==> src/rtl/mem_access_stage.sv <==
// Load/store access stage: runs one single-beat transaction on the data bus per
// aligned request, stalls the pipeline while it is outstanding, returns aligned loads.
module mem_access_stage (
  input  logic        clock,
  input  logic        reset,
  input  logic [31:0] O_outEXMEM,
  input  logic [31:0] o_RT_DataEXMEM,
  input  logic        re_inEXMEM,
  input  logic        we_inEXMEM,
  input  logic [1:0]  size_inEXMEM,
  input  logic        lbsigned_outEXMEM,
  input  logic        lbunsigned_outEXMEM,
  input  logic        lhsigned_outEXMEM,
  input  logic        lhunsigned_outEXMEM,
  output logic        bus_req,
  output logic        bus_we,
  output logic [31:0] bus_addr,
  output logic [31:0] bus_wdata,
  output logic [3:0]  bus_be,
  input  logic        bus_ack,
  input  logic [31:0] bus_rdata,
  output logic        mem_stall,
  output logic [31:0] load_data,
  output logic        misalign_exc,
  output logic        bus_err
);

  localparam int DATA_W = 32;

  typedef enum logic [1:0] {
    S_IDLE = 2'd0,
    S_WAIT = 2'd1,
    S_DONE = 2'd2
  } state_t;

  state_t            state;
  state_t            nextState;
  logic [7:0]        wdogCnt;
  logic [1:0]        accSize_p1;
  logic [1:0]        accOff_p1;
  logic              accLoad_p1;
  logic              accSext_p1;
  logic              reqAny;
  logic              aligned;
  logic              sextReq;
  logic              startAcc;
  logic              misalign;
  logic              stallComb;
  logic              timeout;

  // Big-endian lane extraction: offset 0 is the most significant byte.
  function automatic logic [DATA_W-1:0] alignLoad(input logic [DATA_W-1:0] rdata,
                                                  input logic [1:0] size,
                                                  input logic [1:0] off,
                                                  input logic sext);
    logic signed [7:0]        laneB;
    logic signed [15:0]       laneH;
    logic signed [DATA_W-1:0] wide;
    case (off)
      2'd0:    laneB = $signed(rdata[31:24]);
      2'd1:    laneB = $signed(rdata[23:16]);
      2'd2:    laneB = $signed(rdata[15:8]);
      default: laneB = $signed(rdata[7:0]);
    endcase
    laneH = $signed(off[1] ? rdata[15:0] : rdata[31:16]);
    wide  = $signed(rdata);
    if (size == 2'b00) begin
      wide = sext ? 32'(laneB) : $signed({24'h0, laneB});
    end else if (size == 2'b01) begin
      wide = sext ? 32'(laneH) : $signed({16'h0, laneH});
    end
    return $unsigned(wide);
  endfunction

  function automatic logic [DATA_W-1:0] storeLanes(input logic [1:0] size,
                                                   input logic [DATA_W-1:0] rt);
    case (size)
      2'b00:   return {4{rt[7:0]}};
      2'b01:   return {2{rt[15:0]}};
      default: return rt;
    endcase
  endfunction

  function automatic logic [3:0] byteEnables(input logic [1:0] size,
                                             input logic [1:0] off);
    case (size)
      2'b00:   return 4'b1000 >> off;
      2'b01:   return off[1] ? 4'b0011 : 4'b1100;
      default: return 4'b1111;
    endcase
  endfunction

  assign reqAny = re_inEXMEM | we_inEXMEM;

  always_comb begin
    aligned = 1'b1;
    sextReq = 1'b0;
    case (size_inEXMEM)
      2'b00: sextReq = lbsigned_outEXMEM & ~lbunsigned_outEXMEM;
      2'b01: begin
        aligned = ~O_outEXMEM[0];
        sextReq = lhsigned_outEXMEM & ~lhunsigned_outEXMEM;
      end
      default: aligned = (O_outEXMEM[1:0] == 2'b00);
    endcase
  end

  always_comb begin
    nextState = state;
    startAcc  = 1'b0;
    misalign  = 1'b0;
    stallComb = 1'b0;
    timeout   = 1'b0;
    case (state)
      S_IDLE: begin
        if (reqAny) begin
          if (aligned) begin
            startAcc  = 1'b1;
            stallComb = 1'b1;
            nextState = S_WAIT;
          end else begin
            misalign = 1'b1;
          end
        end
      end
      S_WAIT: begin
        stallComb = 1'b1;
        if (bus_ack) begin
          nextState = S_DONE;
        end else if (wdogCnt == 8'hFF) begin
          timeout   = 1'b1;
          nextState = S_DONE;
        end
      end
      S_DONE:  nextState = S_IDLE;
      default: nextState = S_IDLE;
    endcase
  end

  // Combinational pulses are masked while reset is held so they read 0 immediately.
  assign bus_req      = (state == S_WAIT);
  assign mem_stall    = reset & stallComb;
  assign misalign_exc = reset & misalign;
  assign bus_err      = reset & timeout;

  always_ff @(posedge clock or negedge reset) begin
    if (!reset) begin
      state <= S_IDLE;
    end else begin
      state <= nextState;
    end
  end

  // Stage p1: bus cycle launched from the EX/MEM request, held until completion.
  always_ff @(posedge clock or negedge reset) begin
    if (!reset) begin
      bus_we    <= 1'b0;
      bus_addr  <= '0;
      bus_wdata <= '0;
      bus_be    <= '0;
      load_data <= '0;
      wdogCnt   <= '0;
    end else begin
      if (startAcc) begin
        bus_we    <= we_inEXMEM;
        bus_addr  <= {O_outEXMEM[31:2], 2'b00};
        bus_wdata <= storeLanes(size_inEXMEM, o_RT_DataEXMEM);
        bus_be    <= byteEnables(size_inEXMEM, O_outEXMEM[1:0]);
        wdogCnt   <= '0;
      end else if (state == S_WAIT) begin
        wdogCnt <= wdogCnt + 8'd1;
      end
      if ((state == S_WAIT) && bus_ack && accLoad_p1) begin
        load_data <= alignLoad(bus_rdata, accSize_p1, accOff_p1, accSext_p1);
      end else if (timeout) begin
        load_data <= '0;
      end
    end
  end

  always_ff @(posedge clock) begin
    if (startAcc) begin
      accSize_p1 <= size_inEXMEM;
      accOff_p1  <= O_outEXMEM[1:0];
      accLoad_p1 <= ~we_inEXMEM;
      accSext_p1 <= sextReq;
    end
  end

endmodule
==> config.mk <==
export PLATFORM = sky130hd
export DESIGN_NAME = mem_access_stage
export DESIGN_NICKNAME = d
export VERILOG_FILES = /design/src/rtl/mem_access_stage.sv
export SDC_FILE = /design/constraint.sdc
export NUM_CORES = 1
export LEC_CHECK = 0
export ABC_AREA = 1
export CAP_MARGIN = 20
export CELL_PAD_IN_SITES_DETAIL_PLACEMENT = 0
export CELL_PAD_IN_SITES_GLOBAL_PLACEMENT = 2
export CORE_UTILIZATION = 24
export DETAILED_ROUTE_END_ITERATION = 10
export PLACE_DENSITY = 0.88
export SETUP_SLACK_MARGIN = 0.02
export SYNTH_ARGS = -nofsm -noshare
export SYNTH_HDL_FRONTEND = slang
export SYNTH_SLANG_ARGS = --single-unit
==> constraint.sdc <==
create_clock -name clock -period 1.8 [get_ports clock]
set_input_delay 0.36 -clock clock [delete_from_list [all_inputs] [get_ports clock]]
set_output_delay 0.36 -clock clock [all_outputs]
set_load 0.05 [all_outputs]
# == Word level (Yosys, flattened, before mapping) ==
# Cells that the tools add are included.
# word_totals
reg_bits,115
inputBits,107
out_inout_bits,105
# op_classes
addsub,1
n_eq_ne,9
n_shift,1
mux,30
n_bitwise,10
reduce_logical,10
# ops
cell,count
32-bit 2-to-1 mux,6
32-bit one-hot mux with 2 select lines,1
8-bit one-hot mux with 3 select lines,1
16-bit 2-to-1 mux,1
8-bit 2-to-1 mux,2
2-bit zero test,5
1-bit 2-to-1 mux,9
8-bit by 1-bit adder with 8-bit output (second input constant),1
2-bit by 1-bit equality test with 1-bit output (second input constant),4
8-bit equality test (second input constant),1
2-bit 2-to-1 mux,4
4-bit one-hot mux with 2 select lines,1
1-bit one-hot mux with 2 select lines,3
1-bit bitwise AND,5
4-bit 2-to-1 mux,1
2-bit inequality test (second input constant),2
1-bit NOT,4
2-bit one-hot mux with 2 select lines,1
2-bit nonzero test,2
4-bit by 2-bit >> shifter with 4-bit output (first input constant),1
3-bit by 1-bit inequality test with 1-bit output (second input constant),1
3-bit AND reduction,1
2-bit equality test (second input constant),1
1-bit logical AND,2
1-bit OR,1

# == Logic depth before layout (Yosys ltp) ==
# Gate-level depths: netlist of run 1.
# depth
word_depth,6
depth_mapped,9
mapped_depth_nobuf,8

# == Worst setup path before layout of run 1 ==
# No wires, ideal clock.
# synth_path
kind,register -> output
start,register wdogCnt[0]
end,output bus_err
arrival_time_ns,1.877
t_required_ns,1.440
slack_ns,-0.437
path_stages_with_launch,7
path_buffers,1
path_cell_list,dfrtp_1 -> ha_1 -> nand2_1 -> nor3_1 -> nand3_1 -> clkbuf_1 -> nor2_1
# synth_via
elab_chain_len,5
# synth_lines
item,line_no,text
"start, declared",38,logic [7:0] wdogCnt;
"start signal, assigned",171,wdogCnt <= wdogCnt + 8'd1;
8-bit equality test,130,end else if (wdogCnt == 8'hFF) begin
1-bit 2-to-1 mux,130,
1-bit 2-to-1 mux,128,if (bus_ack) begin
1-bit 2-to-1 mux,114,case (state)
1-bit bitwise AND,144,assign bus_err = reset & timeout;
"end, declared",25,output logic bus_err
# Every way passes these cells.

# == Worst setup path in the final report of run 1 ==
# Ends and elaborated chain as after synthesis.

==> flow_results.xml, run 1 <==
<?xml version="1.0" encoding="UTF-8"?>
<metrics>
  <group name="power_and_ir_drop">
    <metric name="leakagePower" unit="nW">4.48</metric>
    <metric name="cellPowerDensity" unit="mW/mm^2">1910</metric>
    <metric name="fraction_of_power_spent_switching_nets" unit="%">49.4</metric>
    <metric name="pwr-share-comb" unit="%">53.2</metric>
    <metric name="maximum_resistive_drop_on_vdd" unit="uV">943</metric>
    <metric name="netSwitchingPower" unit="mW">8.38</metric>
    <metric name="p_int" unit="mW">8.56</metric>
    <metric name="clock_power_share" unit="%">20.2</metric>
    <metric name="sequentialPowerShare" unit="%">26.6</metric>
  </group>
  <group name="floorplan">
    <metric name="floorplan.rows" unit="">55</metric>
    <metric name="design.core.area" unit="sq mm">0.0228</metric>
    <metric name="fp.dieH" unit="microns">155</metric>
    <metric name="die_area" unit="sq mm">0.0240</metric>
    <metric name="die-width" unit="microns">155</metric>
    <metric name="floorplan.io_pins" unit="">212</metric>
    <metric name="initial_utilization" unit="%">24.6</metric>
  </group>
  <group name="clock_network">
    <metric name="numCtsBuffers" unit="">17</metric>
    <metric name="clockBufferDepth" unit="">2</metric>
    <metric name="clkSinkCount" unit="">115</metric>
    <metric name="clock-root-buffer" unit="">clkbuf_16</metric>
    <metric name="cts_htree_levels" unit="">4</metric>
    <metric name="clock_tree_from_tritoncts" unit="">done</metric>
    <metric name="worst_skew_pair.late_latency" unit="ns">0.42</metric>
    <metric name="cts.clk_slew.worst_paths" unit="ns">0.07</metric>
  </group>
  <group name="synth">
    <metric name="yosysSeqAreaShare" unit="%">51.8</metric>
    <metric name="mappedNetlistArea" unit="sq mm">0.00561</metric>
    <metric name="synthesis.instances" unit="">754</metric>
    <metric name="post_synth_and_or_nand_nor_area_fraction" unit="%">33.8</metric>
    <metric name="syn-mean-instance-area" unit="sq um">7.44</metric>
    <metric name="synth-compound-area-share" unit="%">7.45</metric>
    <metric name="main_combinational_cell_family_by_area_after_synthesis" unit="">simple AND/OR/NAND/NOR gates</metric>
    <metric name="synth.ff_latch_count" unit="">115</metric>
    <metric name="synth_xor_xnor_area_share" unit="%">0</metric>
    <metric name="post_synth_mux_area_share" unit="%">0</metric>
    <metric name="synth.lib_cells_used.distinct" unit="">24</metric>
    <metric name="synth-warning-count" unit="">0</metric>
    <metric name="post_synthesis_adder_cell_area_fraction" unit="%">0.223</metric>
  </group>
  <group name="sta">
    <metric name="rsz0062_at_grt" unit="">yes</metric>
    <metric name="hold_viol_final" unit="">0</metric>
    <metric name="slew-limit-headroom" unit="%">54.1</metric>
    <metric name="tightestPinTransition" unit="ns">0.688</metric>
    <metric name="skew" unit="ns">0.00927</metric>
    <metric name="final_max_slew_viol_count" unit="">0</metric>
    <metric name="post-route-min-period" unit="ns">1.98</metric>
    <metric name="tns" unit="ns">-0.391</metric>
    <metric name="max_freq" unit="GHz">0.504</metric>
    <metric name="layout_worst_path_cycle_share" unit="%">110</metric>
    <metric name="setup_viol" unit="">3</metric>
    <metric name="final_critical_path_setup_slack" unit="ns">-0.184</metric>
  </group>
  <group name="global_routing">
    <metric name="grt_overflow" unit="">0</metric>
    <metric name="grt_pass1_vias" unit="">5890</metric>
    <metric name="grt.total_usage" unit="%">17.4</metric>
    <metric name="use_met2" unit="%">28.3</metric>
    <metric name="busiest_metal_layer_after_global_routing" unit="">met2</metric>
    <metric name="grt_max_degree" unit="">49</metric>
    <metric name="groute.layer.met3.usage" unit="%">6.55</metric>
    <metric name="initial_antenna_violation_count" unit="">3</metric>
    <metric name="grt_pass1_wl" unit="microns">32100</metric>
    <metric name="groute.layer.met1.usage" unit="%">21.5</metric>
  </group>
  <group name="worst_setup_path">
    <metric name="cp.required" unit="ns">1.44</metric>
    <metric name="timing_worst_setup_path_type" unit="">reg2out</metric>
    <metric name="worstSetupEndpointType" unit="">output port</metric>
    <metric name="worstSetupStartpointType" unit="">flip-flop</metric>
    <metric name="path_max_fanout" unit="">2</metric>
    <metric name="arrival" unit="ns">1.62</metric>
  </group>
  <group name="route">
    <metric name="detail_route.drc_violations" unit="">0</metric>
    <metric name="drt-vias-per-instance" unit="">4.40</metric>
    <metric name="detail_route.wirelength" unit="microns">20200</metric>
    <metric name="drt-initial-drc-count" unit="">310</metric>
    <metric name="postRouteAntennaNets" unit="">0</metric>
    <metric name="drt_first_pass_iters" unit="">4</metric>
    <metric name="dr_total_vias" unit="">5824</metric>
    <metric name="routed_wire_length_per_instance" unit="microns">15.2</metric>
  </group>
  <group name="outcome">
    <metric name="status" unit="">complete, but fails checks</metric>
    <metric name="violations" unit="">negative setup slack</metric>
  </group>
  <group name="final_layout">
    <metric name="final_layout_size_suffix_gt1_share" unit="%">21.1</metric>
    <metric name="final.fill_count" unit="">2431</metric>
    <metric name="final-instance-count-excl-fill" unit="">1324</metric>
    <metric name="syn2layout_area_growth" unit="%">58.0</metric>
    <metric name="fin_nets" unit="">1104</metric>
  </group>
  <group name="placement">
    <metric name="dpl.hpwl" unit="microns">14600</metric>
    <metric name="globalplace.congestion" unit="">0.879</metric>
    <metric name="port_buffers" unit="">209</metric>
    <metric name="numPlacedInstances" unit="">1277</metric>
  </group>
  <group name="hold_path">
    <metric name="min_path_type" unit="">in2async</metric>
  </group>
  <group name="run">
    <metric name="drv_cap" unit="">0</metric>
  </group>
</metrics>
==> worst max-delay path: stages, from the launching register on <==
cell,delay (ns)
dfrtp_1,0.39
ha_2,0.21
nand2_2,0.08
nor3_4,0.15
nand3_2,0.12
nor2_4,0.12
buf_12,0.14
==> per-layer routing <==
layer | part of all wire (%) | routed length, microns
met3 | 9.2 | 1860
met2 | 45 | 9180
met5 | 0.064 | 13
met4 | 0.89 | 180
met1 | 44 | 8950
==> power groups by stage <==
stage / sequential [mW] / clock (mW) / combinational, mW
after detailed placement: 4.52 / 0 / 8.93
after global routing: 4.66 / 3.62 / 9.63
after global placement: 4.51 / 0 / 8.87
after floorplan: 8.25 / 0 / 1.93
after CTS: 4.52 / 3.51 / 9.06
final: 4.51 / 3.42 / 9.01
==> path summary, 6_finish.rpt <==
kind,start,endpoint,slack (ns),cells after the start
worst min register to register,bus_addr[27],bus_addr[27],0.48,2
worst min-delay path,reset,bus_wdata[29],0.08,2
max in group asynchronous,reset,load_data[24],1.06,3
worst max-delay path,wdogCnt[0],bus_err,-0.18,6
min in group clock,we_inEXMEM,accLoad_p1,0.46,3
worst max register to register,wdogCnt[0],load_data[1],0.15,8
==> what timing repair did <==
item	in CTS	in global routing
endpoints found under the setup margin	4	12
pin swaps	9	0
endpoints found under the hold margin	19	0
gates resized for setup	19	1
cloned	0	0
setup buffers	8	4
hold buffers	1	0
==> registers in the layout, summed over array words and instances, names as in the netlist <==
signal      count
accLoad_p1      1
accOff_p1       2
accSext_p1      1
accSize_p1      2
bus_addr       30
bus_be          4
bus_wdata      32
bus_we          1
load_data      32
state           2
wdogCnt         8
==> cells by family (layout without fill, tap and decap cells) <==
| family | after synthesis | count (layout) |
|---|---|---|
| AOI/OAI and AO/OA | 82 | 82 |
| buffers and inverters | 87 | 341 |
| and+or+nand+nor | 468 | 468 |
| adders and majority gates | 1 | 1 |
| DFF | 115 | 115 |
| other | 1 | 4 |
==> layout make-up <==
class / count / area (sq um) / area share, %
antenna: 2 / 5.00 / 0.0564
clock buffer: 17 / 425 / 4.80
clock inverter: 15 / 160 / 1.81
inverter: 48 / 184 / 2.07
multi-input combinational: 553 / 2430 / 27.4
sequential: 115 / 2910 / 32.8
tap: 313 / 392 / 4.42
timing repair buffer: 261 / 2360 / 26.6
==> cells in the mapped netlist, drive strengths merged <==
cell / n / area (sq um)
nand2: 322 / 1210
dfrtp: 109 / 2730
nand3: 89 / 445
o21ai: 61 / 305
nor2: 49 / 194
inv: 48 / 180
buf: 21 / 123
a21oi: 20 / 100
clkbuf: 18 / 67.6
edfxtp: 6 / 180
nor3: 3 / 15.0
or2: 3 / 18.8
and3: 1 / 6.26
conb: 1 / 3.75
ha: 1 / 12.5
nand4: 1 / 6.26
o31ai: 1 / 12.5
==> cell usage in the layout, fill, tap and decap left out, types with 5 or more instances in the layout <==
| cell | netlist | layout |
|---|---|---|
| buf_12 | 0 | 11 |
| o21ai_0 | 61 | 59 |
| nand2_1 | 320 | 317 |
| nor2_1 | 45 | 42 |
| nor2_2 | 4 | 5 |
| a21oi_1 | 20 | 19 |
| buf_4 | 5 | 143 |
| clkdlybuf4s50_1 | 0 | 102 |
| inv_1 | 46 | 45 |
| inv_6 | 0 | 7 |
| clkbuf_16 | 0 | 17 |
| dfrtp_1 | 109 | 109 |
| edfxtp_1 | 6 | 6 |
| nand3_1 | 89 | 87 |
==> stage by stage <==
stage	hold WS, ns	total power, mW	utilization, %	area [sq um]	worst slack [ns]
floorplan	0.0644	10.2	-	5660	0.0213
finish	0.0779	16.9	38.9	8870	-0.184
detailed placement	0.415	13.4	35.6	8110	-0.367
CTS	0.0975	17.1	38.8	8830	-0.156
global route	0.130	17.9	38.9	8860	-0.283
global placement	0.415	13.4	35.6	8110	-0.318
Note: power is estimated with default switching activity, not from simulation.
==> run 2: changes to the inputs <==
- CELL_PAD_IN_SITES_DETAIL_PLACEMENT: 0 -> 1
- CELL_PAD_IN_SITES_GLOBAL_PLACEMENT: 2 -> 1
- CORE_UTILIZATION: 24 -> 31
- PLACE_DENSITY: 0.88 -> 0.87
==> run 2 against run 1 <==
Net effect:
- the run still ends with negative setup slack left
- flip-flop and latch count unchanged
- core utilization grew 12 points
- non-clock buffer count rose by 1
==> flow_results.xml, run 2 (synthesis results as in run 1) <==
<?xml version="1.0" encoding="UTF-8"?>
<metrics>
  <group name="outcome">
    <metric name="status" unit="">complete, but fails checks</metric>
    <metric name="violations" unit="">negative setup slack</metric>
  </group>
  <group name="sta">
    <metric name="rsz0062_at_grt" unit="">yes</metric>
    <metric name="hold_viol_final" unit="">0</metric>
    <metric name="skew" unit="ns">0.0106</metric>
    <metric name="layout_worst_path_cycle_share" unit="%">107</metric>
    <metric name="final_critical_path_setup_slack" unit="ns">-0.129</metric>
    <metric name="post-route-min-period" unit="ns">1.93</metric>
    <metric name="slew-limit-headroom" unit="%">43.3</metric>
    <metric name="max_freq" unit="GHz">0.519</metric>
    <metric name="setup_viol" unit="">3</metric>
    <metric name="final_max_slew_viol_count" unit="">0</metric>
    <metric name="tightestPinTransition" unit="ns">0.851</metric>
  </group>
  <group name="final_layout">
    <metric name="final_design_area_no_fill" unit="sq mm">0.00882</metric>
    <metric name="diodes" unit="">0</metric>
    <metric name="syn2layout_area_growth" unit="%">57.2</metric>
    <metric name="layout.cells.most_common" unit="">nand2_1</metric>
    <metric name="final_layout_size_suffix_gt1_share" unit="%">21.5</metric>
    <metric name="fin_nets" unit="">1105</metric>
    <metric name="most-common-layout-cells" unit="">nand2_1, buf_4, dfrtp_1</metric>
    <metric name="largestRegisters" unit="">bus_wdata: 32 flops, load_data: 32 flops, bus_addr: 30 flops</metric>
  </group>
  <group name="clock_network">
    <metric name="clock-root-buffer" unit="">clkbuf_16</metric>
    <metric name="clkSinkCount" unit="">115</metric>
    <metric name="clock_tree_from_tritoncts" unit="">done</metric>
    <metric name="clockBufferDepth" unit="">2</metric>
    <metric name="numCtsBuffers" unit="">17</metric>
    <metric name="cts_htree_levels" unit="">4</metric>
    <metric name="cts.clk_slew.worst_paths" unit="ns">0.06</metric>
    <metric name="worst_skew_pair.late_latency" unit="ns">0.42</metric>
  </group>
  <group name="power_and_ir_drop">
    <metric name="fin_total_pwr" unit="mW">17.3</metric>
    <metric name="maximum_resistive_drop_on_vdd" unit="uV">1110</metric>
    <metric name="leakagePower" unit="nW">4.54</metric>
    <metric name="cellPowerDensity" unit="mW/mm^2">1960</metric>
  </group>
  <group name="worst_setup_path">
    <metric name="cp.required" unit="ns">1.44</metric>
    <metric name="worstSetupStartpointType" unit="">flip-flop</metric>
    <metric name="rr_startpoint" unit="">state[1]</metric>
    <metric name="arrival" unit="ns">1.57</metric>
    <metric name="r2r_cells" unit="">8</metric>
    <metric name="path_max_fanout" unit="">3</metric>
    <metric name="worstSetupEndpointType" unit="">output port</metric>
    <metric name="regToRegSetupSlack" unit="ns">0.16</metric>
    <metric name="critical_path.reg2reg.endpoint" unit="">bus_addr[17]</metric>
    <metric name="timing_worst_setup_path_type" unit="">reg2out</metric>
  </group>
  <group name="floorplan">
    <metric name="die_area" unit="sq mm">0.0186</metric>
    <metric name="floorplan.rows" unit="">48</metric>
    <metric name="die-width" unit="microns">137</metric>
    <metric name="design.core.area" unit="sq mm">0.0175</metric>
    <metric name="floorplan.io_pins" unit="">212</metric>
    <metric name="fp.dieH" unit="microns">137</metric>
    <metric name="initial_utilization" unit="%">32.1</metric>
  </group>
  <group name="global_routing">
    <metric name="grt_pass1_wl" unit="microns">33400</metric>
    <metric name="grt_pass1_vias" unit="">6369</metric>
    <metric name="initial_antenna_violation_count" unit="">0</metric>
    <metric name="grt.total_usage" unit="%">23.8</metric>
    <metric name="grt_max_degree" unit="">65</metric>
    <metric name="grt_overflow" unit="">0</metric>
  </group>
  <group name="route">
    <metric name="drt_first_pass_iters" unit="">6</metric>
    <metric name="routed_wire_length_per_instance" unit="microns">17.3</metric>
    <metric name="drt-vias-per-instance" unit="">4.91</metric>
    <metric name="dr_total_vias" unit="">6066</metric>
    <metric name="detail_route.wirelength" unit="microns">21400</metric>
    <metric name="postRouteAntennaNets" unit="">0</metric>
    <metric name="detail_route.drc_violations" unit="">0</metric>
    <metric name="drt-initial-drc-count" unit="">214</metric>
  </group>
  <group name="placement">
    <metric name="globalplace.congestion" unit="">0.887</metric>
    <metric name="port_buffers" unit="">209</metric>
    <metric name="placed_cell_area" unit="sq mm">0.00803</metric>
    <metric name="dpl.hpwl" unit="microns">15400</metric>
  </group>
  <group name="run">
    <metric name="drv_cap" unit="">0</metric>
  </group>
  <group name="hold_path">
    <metric name="min_path_type" unit="">in2async</metric>
  </group>
</metrics>
-- run 2: cell count changes in the layout (fill, tap and decap cells not counted), sizes merged --
cell,previous run,this run
buf,155,156
bufinv,1,3
clkdlybuf4s50,102,100
clkinv,1,3
diode,2,0
dlymetal6s2s,0,2
inv,58,54
-- run 2: layout make-up --
type                            count  area [sq um]
Sequential cell                   115          2910
Multi-Input combinational cell    553          2450
Timing Repair Buffer              262          2370
Clock buffer                       17           425
Inverter                           48           184
Fill cell                        2124          8660
Tap cell                          225           282
Clock inverter                     15           195
-- run 2: worst max-delay path by stage --
stage | startpoint | to | slack (ns) | cells after the start
2_1_floorplan | size_inEXMEM[1] | mem_stall | 0.02 | 7
3_3_place_gp | size_inEXMEM[1] | bus_wdata[12] | -0.22 | 7
3_5_place_dp | size_inEXMEM[1] | bus_wdata[8] | -0.39 | 7
4_1_cts | wdogCnt[0] | bus_err | -0.16 | 6
5_1_grt | wdogCnt[1] | bus_err | -0.20 | 6
6_report | wdogCnt[1] | bus_err | -0.13 | 6
-- run 2: report_power, final --
group          internal (mW)  leakage [nW]  switching (mW)
registers               3.78          1.43           0.769
clock network           2.22         0.298            1.37
logic                   2.81          2.82            6.30
-- run 2: through the flow --
stage                     std cells  utilization, %  hold WS, ns  setup TNS (ns)  setup slack (ns)
final                          1235            50.5       0.0818          -0.249            -0.129
after floorplan                 755               -       0.0644               0            0.0213
after global placement         1192            45.9        0.412          -10.38            -0.223
after global routing           1235            50.5        0.108          -0.473            -0.205
after CTS                      1233            50.1       0.0647          -0.396            -0.163
after detailed placement       1192            45.9        0.422          -17.86            -0.387
-- run 2: worst max-delay path: stages, from the launching register on --
cell	delay (ns)
dfrtp_1	0.39
ha_4	0.17
nand2_4	0.06
nor3_4	0.14
nand3_2	0.12
nor2_4	0.12
buf_12	0.14
-- run 2: what timing repair did --
action	CTS	global route
setup endpoints to repair	7	21
pin swaps	6	5
gates resized for setup	17	11
hold endpoints to repair	14	0
buffers inserted	8	2
hold buffers	1	0
cloned	0	0
-- run 2: layer usage --
metal | up-vias | track usage, % | routed length [microns] | share of wire (%)
met2 | 211 | 42.0 | 10900 | 51
met4 | 0 | 7.35 | 325 | 1.5
met3 | 24 | 6.78 | 1610 | 7.5
li1 | 2874 | - | - | -
met5 | - | 0 | 0 | 0
met1 | 2957 | 27.7 | 8590 | 40
==> run 3: changes to the inputs <==
- CAP_MARGIN: 20 -> unset
==> results of run 3 <==
Same layout as run 2: the final DEF is identical, and so are final timing and power.
